### config.mk
export PLATFORM = sky130hd
export DESIGN_NAME = gated_burst_ctrl
export DESIGN_NICKNAME = d
export VERILOG_FILES = /design/src/rtl/gated_burst_pkg.sv /design/src/rtl/gated_burst_ch.sv /design/src/rtl/gated_burst_ctrl.sv
export SDC_FILE = /design/constraint.sdc
export NUM_CORES = 1
export LEC_CHECK = 0
export BUFFER_PORTS_ARGS = -buffer_cell sky130_fd_sc_hd__buf_2
export CORE_ASPECT_RATIO = 0.9
export CORE_MARGIN = 8
export CORE_UTILIZATION = 35
export CTS_CLUSTER_DIAMETER = 200
export DETAILED_ROUTE_END_ITERATION = 16
export PLACE_DENSITY = 0.54
export SLEW_MARGIN = 10
export SYNTH_ARGS = -nofsm -noshare
export SYNTH_HDL_FRONTEND = slang
export SYNTH_HIERARCHICAL = 1
export SYNTH_SLANG_ARGS = --single-unit
### constraint.sdc
create_clock -name Clock -period 2.1 [get_ports Clock]
set_input_delay 0.105 -clock Clock [delete_from_list [all_inputs] [get_ports Clock]]
set_output_delay 0.105 -clock Clock [all_outputs]
set_load 0.01 [all_outputs]
### src/rtl/gated_burst_pkg.sv
// rtl/gated_burst_pkg.sv - shared state and mode encodings for the gated burst controller
package gated_burst_pkg;

    typedef enum logic [1:0] {
        ST_IDLE  = 2'd0,
        ST_RUN   = 2'd1,
        ST_DRAIN = 2'd2
    } state_t;

    localparam logic [1:0] MODE_CONT  = 2'b00;
    localparam logic [1:0] MODE_GATE  = 2'b01;
    localparam logic [1:0] MODE_BURST = 2'b10;
    localparam logic [1:0] MODE_OFF   = 2'b11;

endpackage

### src/rtl/gated_burst_ch.sv
// rtl/gated_burst_ch.sv - one channel: run/stop FSM aligned to waveform-period boundaries
module gated_burst_ch
    import gated_burst_pkg::*;
#(
    parameter int BURST_W = 16
) (
    input  logic               clk,
    input  logic               rst,
    input  logic [1:0]         mode,
    input  logic               gate,
    input  logic               trig,
    input  logic [BURST_W-1:0] burst_count,
    input  logic               carry,
    input  logic               abort,
    output logic               run,
    output logic               done,
    output logic               busy
);

    state_t             state;
    logic [1:0]         mode_q;
    logic [BURST_W-1:0] cnt;
    logic               trig_d;
    logic               trig_edge;

    assign trig_edge = trig & ~trig_d;

    // Outputs are assigned alongside every state change so they stay registered.
    always_ff @(posedge clk or posedge rst) begin
        if (rst) begin
            state  <= ST_IDLE;
            mode_q <= MODE_CONT;
            cnt    <= '0;
            trig_d <= 1'b0;
            run    <= 1'b0;
            done   <= 1'b0;
            busy   <= 1'b0;
        end else begin
            trig_d <= trig;
            done   <= 1'b0;
            if (abort) begin
                state <= ST_IDLE;
                cnt   <= '0;
                run   <= 1'b0;
                busy  <= 1'b0;
            end else begin
                case (state)
                    ST_IDLE: begin
                        mode_q <= mode;
                        case (mode)
                            MODE_CONT: begin
                                state <= ST_RUN;
                                run   <= 1'b1;
                                busy  <= 1'b1;
                            end
                            MODE_GATE: if (gate) begin
                                state <= ST_RUN;
                                run   <= 1'b1;
                                busy  <= 1'b1;
                            end
                            MODE_BURST: if (trig_edge) begin
                                state <= ST_RUN;
                                cnt   <= burst_count;
                                run   <= 1'b1;
                                busy  <= 1'b1;
                            end
                            default: ;
                        endcase
                    end
                    ST_RUN: begin
                        case (mode_q)
                            MODE_CONT: ;
                            MODE_GATE: if (!gate) begin
                                if (carry) begin
                                    state <= ST_IDLE;
                                    run   <= 1'b0;
                                    busy  <= 1'b0;
                                    done  <= 1'b1;
                                end else begin
                                    state <= ST_DRAIN;
                                end
                            end
                            // A zero count means unlimited: never decrements, never ends.
                            MODE_BURST: if (carry && cnt != '0) begin
                                cnt <= cnt - BURST_W'(1);
                                if (cnt == BURST_W'(1)) begin
                                    state <= ST_IDLE;
                                    run   <= 1'b0;
                                    busy  <= 1'b0;
                                    done  <= 1'b1;
                                end
                            end
                            default: begin
                                state <= ST_IDLE;
                                run   <= 1'b0;
                                busy  <= 1'b0;
                            end
                        endcase
                    end
                    ST_DRAIN: begin
                        if (gate) begin
                            state <= ST_RUN;
                        end else if (carry) begin
                            state <= ST_IDLE;
                            run   <= 1'b0;
                            busy  <= 1'b0;
                            done  <= 1'b1;
                        end
                    end
                    default: begin
                        state <= ST_IDLE;
                        run   <= 1'b0;
                        busy  <= 1'b0;
                    end
                endcase
            end
        end
    end

endmodule

### src/rtl/gated_burst_ctrl.sv
// rtl/gated_burst_ctrl.sv - multi-channel run/stop controller for the waveform output path
module gated_burst_ctrl
    import gated_burst_pkg::*;
#(
    parameter int NUM_CH  = 2,
    parameter int BURST_W = 16
) (
    input  logic                      Clock,
    input  logic                      Reset,
    input  logic [2*NUM_CH-1:0]       Mode,
    input  logic [NUM_CH-1:0]         Gate_in,
    input  logic [NUM_CH-1:0]         Trig_in,
    input  logic [NUM_CH*BURST_W-1:0] Burst_count,
    input  logic [NUM_CH-1:0]         Carry_in,
    input  logic [NUM_CH-1:0]         Abort,
    output logic [NUM_CH-1:0]         Run_out,
    output logic [NUM_CH-1:0]         Done_pulse,
    output logic [NUM_CH-1:0]         Busy
);

    for (genvar i = 0; i < NUM_CH; i++) begin : g_ch
        gated_burst_ch #(
            .BURST_W(BURST_W)
        ) u_ch (
            .clk        (Clock),
            .rst        (Reset),
            .mode       (Mode[2*i +: 2]),
            .gate       (Gate_in[i]),
            .trig       (Trig_in[i]),
            .burst_count(Burst_count[i*BURST_W +: BURST_W]),
            .carry      (Carry_in[i]),
            .abort      (Abort[i]),
            .run        (Run_out[i]),
            .done       (Done_pulse[i]),
            .busy       (Busy[i])
        );
    end

endmodule
==> results.toml <==
[status]
status = "finished, final reports clean"

[drt]
drt-initial-drc-count = 299
finalWirelength_mm = 9.27
drc_errors = 0
num_vias = 3239
wl_per_cell_um = 15.7
ant_nets = 0
avgViaCountPerCell = 5.47
first_pass_iters = 5

[pwr]
p_leak_nw = 1.86
p_per_area_nw_per_um2 = 1300
vdd_drop_max_mv = 0.406

[timing]
setup_viol = 0
period_minus_slack_ps = 2020
min_period_over_period = 0.963
worst_slew_pin_slew_ps = 455
slew_headroom = 0.695
final.setup.worst_slack_ps = 78.1
finalHoldViolations = 0
clock.fmax_mhz = 495
skew_ps = 14.2
drv_slew = 0

[placed_design]
gp_congestion = 0.838
hpwl_mm = 6.85
dpl_cell_area_sq_um = 3940
portBuffers = 51
place_ws_ps = -11.0

[floorplan]
top_level_ports = 52
die_w_um = 120
core_area_sq_um = 9530
die_area_sq_um = 13100
start_util = 0.355
dieHeight_um = 109
rows = 34

[cts]
clock_sinks = 48
path_clk_slew_ps = 100
cts_tree = "built"
cts-root-buf = "clkbuf_8"
clock_latency_ps = 300
cts_max_path_buffers = 2
cts_buffers = 5
htree_levels = 2

[setup_path]
cp-end-kind = "flop"
critPathRequiredTime_ps = 2280
crit_type = "reg2reg"
crit_arrival_ps = 2210
cp_max_fo = 4
cp-start-kind = "flop"
rr_worst_depth = 5

[worst_hold_path]
holdCritPathClass = "in2reg"
min_path_cells = 3

[final_layout]
drive_gt1_frac = 0.258
fillCellCount = 964
area_growth_pct = 22.5
nets = 531
antennaDiodeCount = 0
finish.instance_area_sq_um = 4150

[yosys]
synthFlopType = "dfrtp_1"
synthArstFlopShare = 1.00
syn_nets = 454
seq_area_frac_synth = 0.355
synth_cell_types = 56
syn_area_per_cell_sq_um = 8.73
synth_top_area_share = 0.355
synth_edf_count = 0
netlist_instances = 388
syn_area_sq_um = 3390
synth-seq-cells = 48
netlist_top_cells_area = "dfrtp_1, ha_1, o21ai_0, nor2b_1, a21oi_1"
yosysTopAreaCell = "dfrtp_1"
ys_warn_count = 6

[global_routing]
grt_pass1_wl_mm = 15.2
grt_max_degree = 27
grt_pass1_vias = 3074
grt_use_total = 0.139
antenna_found_initial = 0
globalRouteOverflowTotal = 0

[job]
maxCapViolations = 0
-- per-layer routing --
layer	part of all wire	track usage	vias up
met5	0	0	-
li1	-	-	1589
met4	0.0052	0.0303	0
met3	0.057	0.0277	5
met1	0.50	0.202	1552
met2	0.44	0.209	93
-- report_power, final --
| group | internal (mW) | total, mW | switching [mW] | leakage, nW |
|---|---|---|---|---|
| sequential | 1.28 | 1.64 | 0.359 | 0.623 |
| combinational | 1.40 | 3.18 | 1.78 | 1.19 |
| clock | 0.239 | 0.573 | 0.334 | 0.0424 |
| total | 2.92 | 5.40 | 2.47 | 1.86 |
-- placed cells by master, fill, tap and decap left out, types with 4 or more instances in the layout --
master	instances
nand2b_1	5
nor2_1	27
nor2b_1	25
buf_4	37
or4_1	4
a31oi_1	19
o21ai_1	6
a32oi_1	5
o21ai_0	39
nor3_1	11
inv_1	24
o22ai_1	6
nand2_1	12
o31ai_1	14
a32o_1	4
nor4_4	4
buf_2	51
clkbuf_8	5
a21oi_1	27
nor3b_1	4
dfrtp_1	48
ha_1	20
mux2i_1	4
-- synthesized netlist by cell type (2+ instances only) --
master and n:
nor3_2 2, or2_2 3, a32o_1 4, inv_1 25, nand2b_1 5, and3_1 3
a31oi_1 19, nand4_2 2, nor4_1 4, nor2b_1 25, o22ai_1 6, o31a_1 2
buf_2 9, dfrtp_1 48, nand3_1 3, nor3b_1 4, a22o_1 2, o21ai_1 2
or4_1 4, nand4b_1 2, nor2_1 27, nor4_4 4, a21oi_1 27, ha_1 20
a41oi_1 3, nand3b_1 2, nand2_1 12, o21ai_0 43, a32oi_1 5, clkbuf_1 11
or3_1 2, mux2i_1 4, a211oi_1 2, or3b_2 2, o211ai_1 2, a22o_2 2
o31ai_1 14, nor3_1 14
-- final cells by class --
cell class / count / area (sq um) / share of cell area
Clock inverter: 1 / 8.76 / 0.00211
Clock buffer: 7 / 76.3 / 0.0184
Sequential cell: 48 / 1200 / 0.290
Timing Repair Buffer: 92 / 574 / 0.138
Multi-Input combinational cell: 293 / 2040 / 0.491
Inverter: 25 / 93.8 / 0.0226
Tap cell: 126 / 158 / 0.0380
-- worst max-delay path: stages, from the launching register on --
cell	delay, ps
dfrtp_1	440
nor4_4	320
nand4_2	200
o31a_1	360
or3_1	400
a22o_1	190
-- stage by stage --
step | hold slack [ps] | setup TNS (ps) | cells | util | power (mW)
after floorplan | 120 | 0 | 388 | - | 3.65
after global placement | 190 | 0 | 575 | 0.414 | 4.57
after detailed placement | 198 | -20.6 | 575 | 0.414 | 4.60
after CTS | 30.0 | 0 | 586 | 0.426 | 5.21
after global routing | 40.2 | -32.8 | 592 | 0.435 | 5.85
final | 38.0 | 0 | 592 | 0.435 | 5.40
-- flip-flops by register name (all words and copies together) (netlist names) --
name and count:
g_ch.u_ch/busy 2, g_ch.u_ch/cnt 32, g_ch.u_ch/done 2, g_ch.u_ch/state 4, g_ch.u_ch/run 2, g_ch.u_ch/mode_q 4, g_ch.u_ch/trig_d 2
-- final timing paths --
check,start,to,slack [ps]
worst max-delay path,g_ch[0].u_ch/cnt[11]$_DFFE_PP0P_,g_ch[0].u_ch/busy$_DFFE_PP0P_,80
worst min-delay path,Mode[2],g_ch[1].u_ch/mode_q[0]$_DFFE_PP0P_,40
worst max register to register,g_ch[0].u_ch/cnt[11]$_DFFE_PP0P_,g_ch[0].u_ch/busy$_DFFE_PP0P_,80
worst min register to register,g_ch[1].u_ch/run$_DFFE_PP0P_,g_ch[1].u_ch/run$_DFFE_PP0P_,510
max in group asynchronous,Reset,g_ch[0].u_ch/done$_DFF_PP0_,1430
min in group asynchronous,Reset,g_ch[1].u_ch/done$_DFF_PP0_,400
-- cell families after synthesis --
| group | count (synthesis) | synth area share |
|---|---|---|
| buffers and inverters | 47 | 0.0565 |
| and+or+nand+nor | 128 | 0.242 |
| muxes | 4 | 0.0118 |
| adders and majority gates | 20 | 0.0739 |
| AOI/OAI and AO/OA | 141 | 0.262 |
| DFF | 48 | 0.355 |
-- timing repair --
item | 4_1_cts | 5_1_grt
setup buffers | 0 | 6
endpoints found under the setup margin | 2 | 22
endpoints found under the hold margin | 50 | 0
pin swaps | 0 | 4
resized for setup | 1 | 15
hold buffers | 3 | 0
cloned | 0 | 0
No activity file was read; power rests on OpenSTA's default activity.
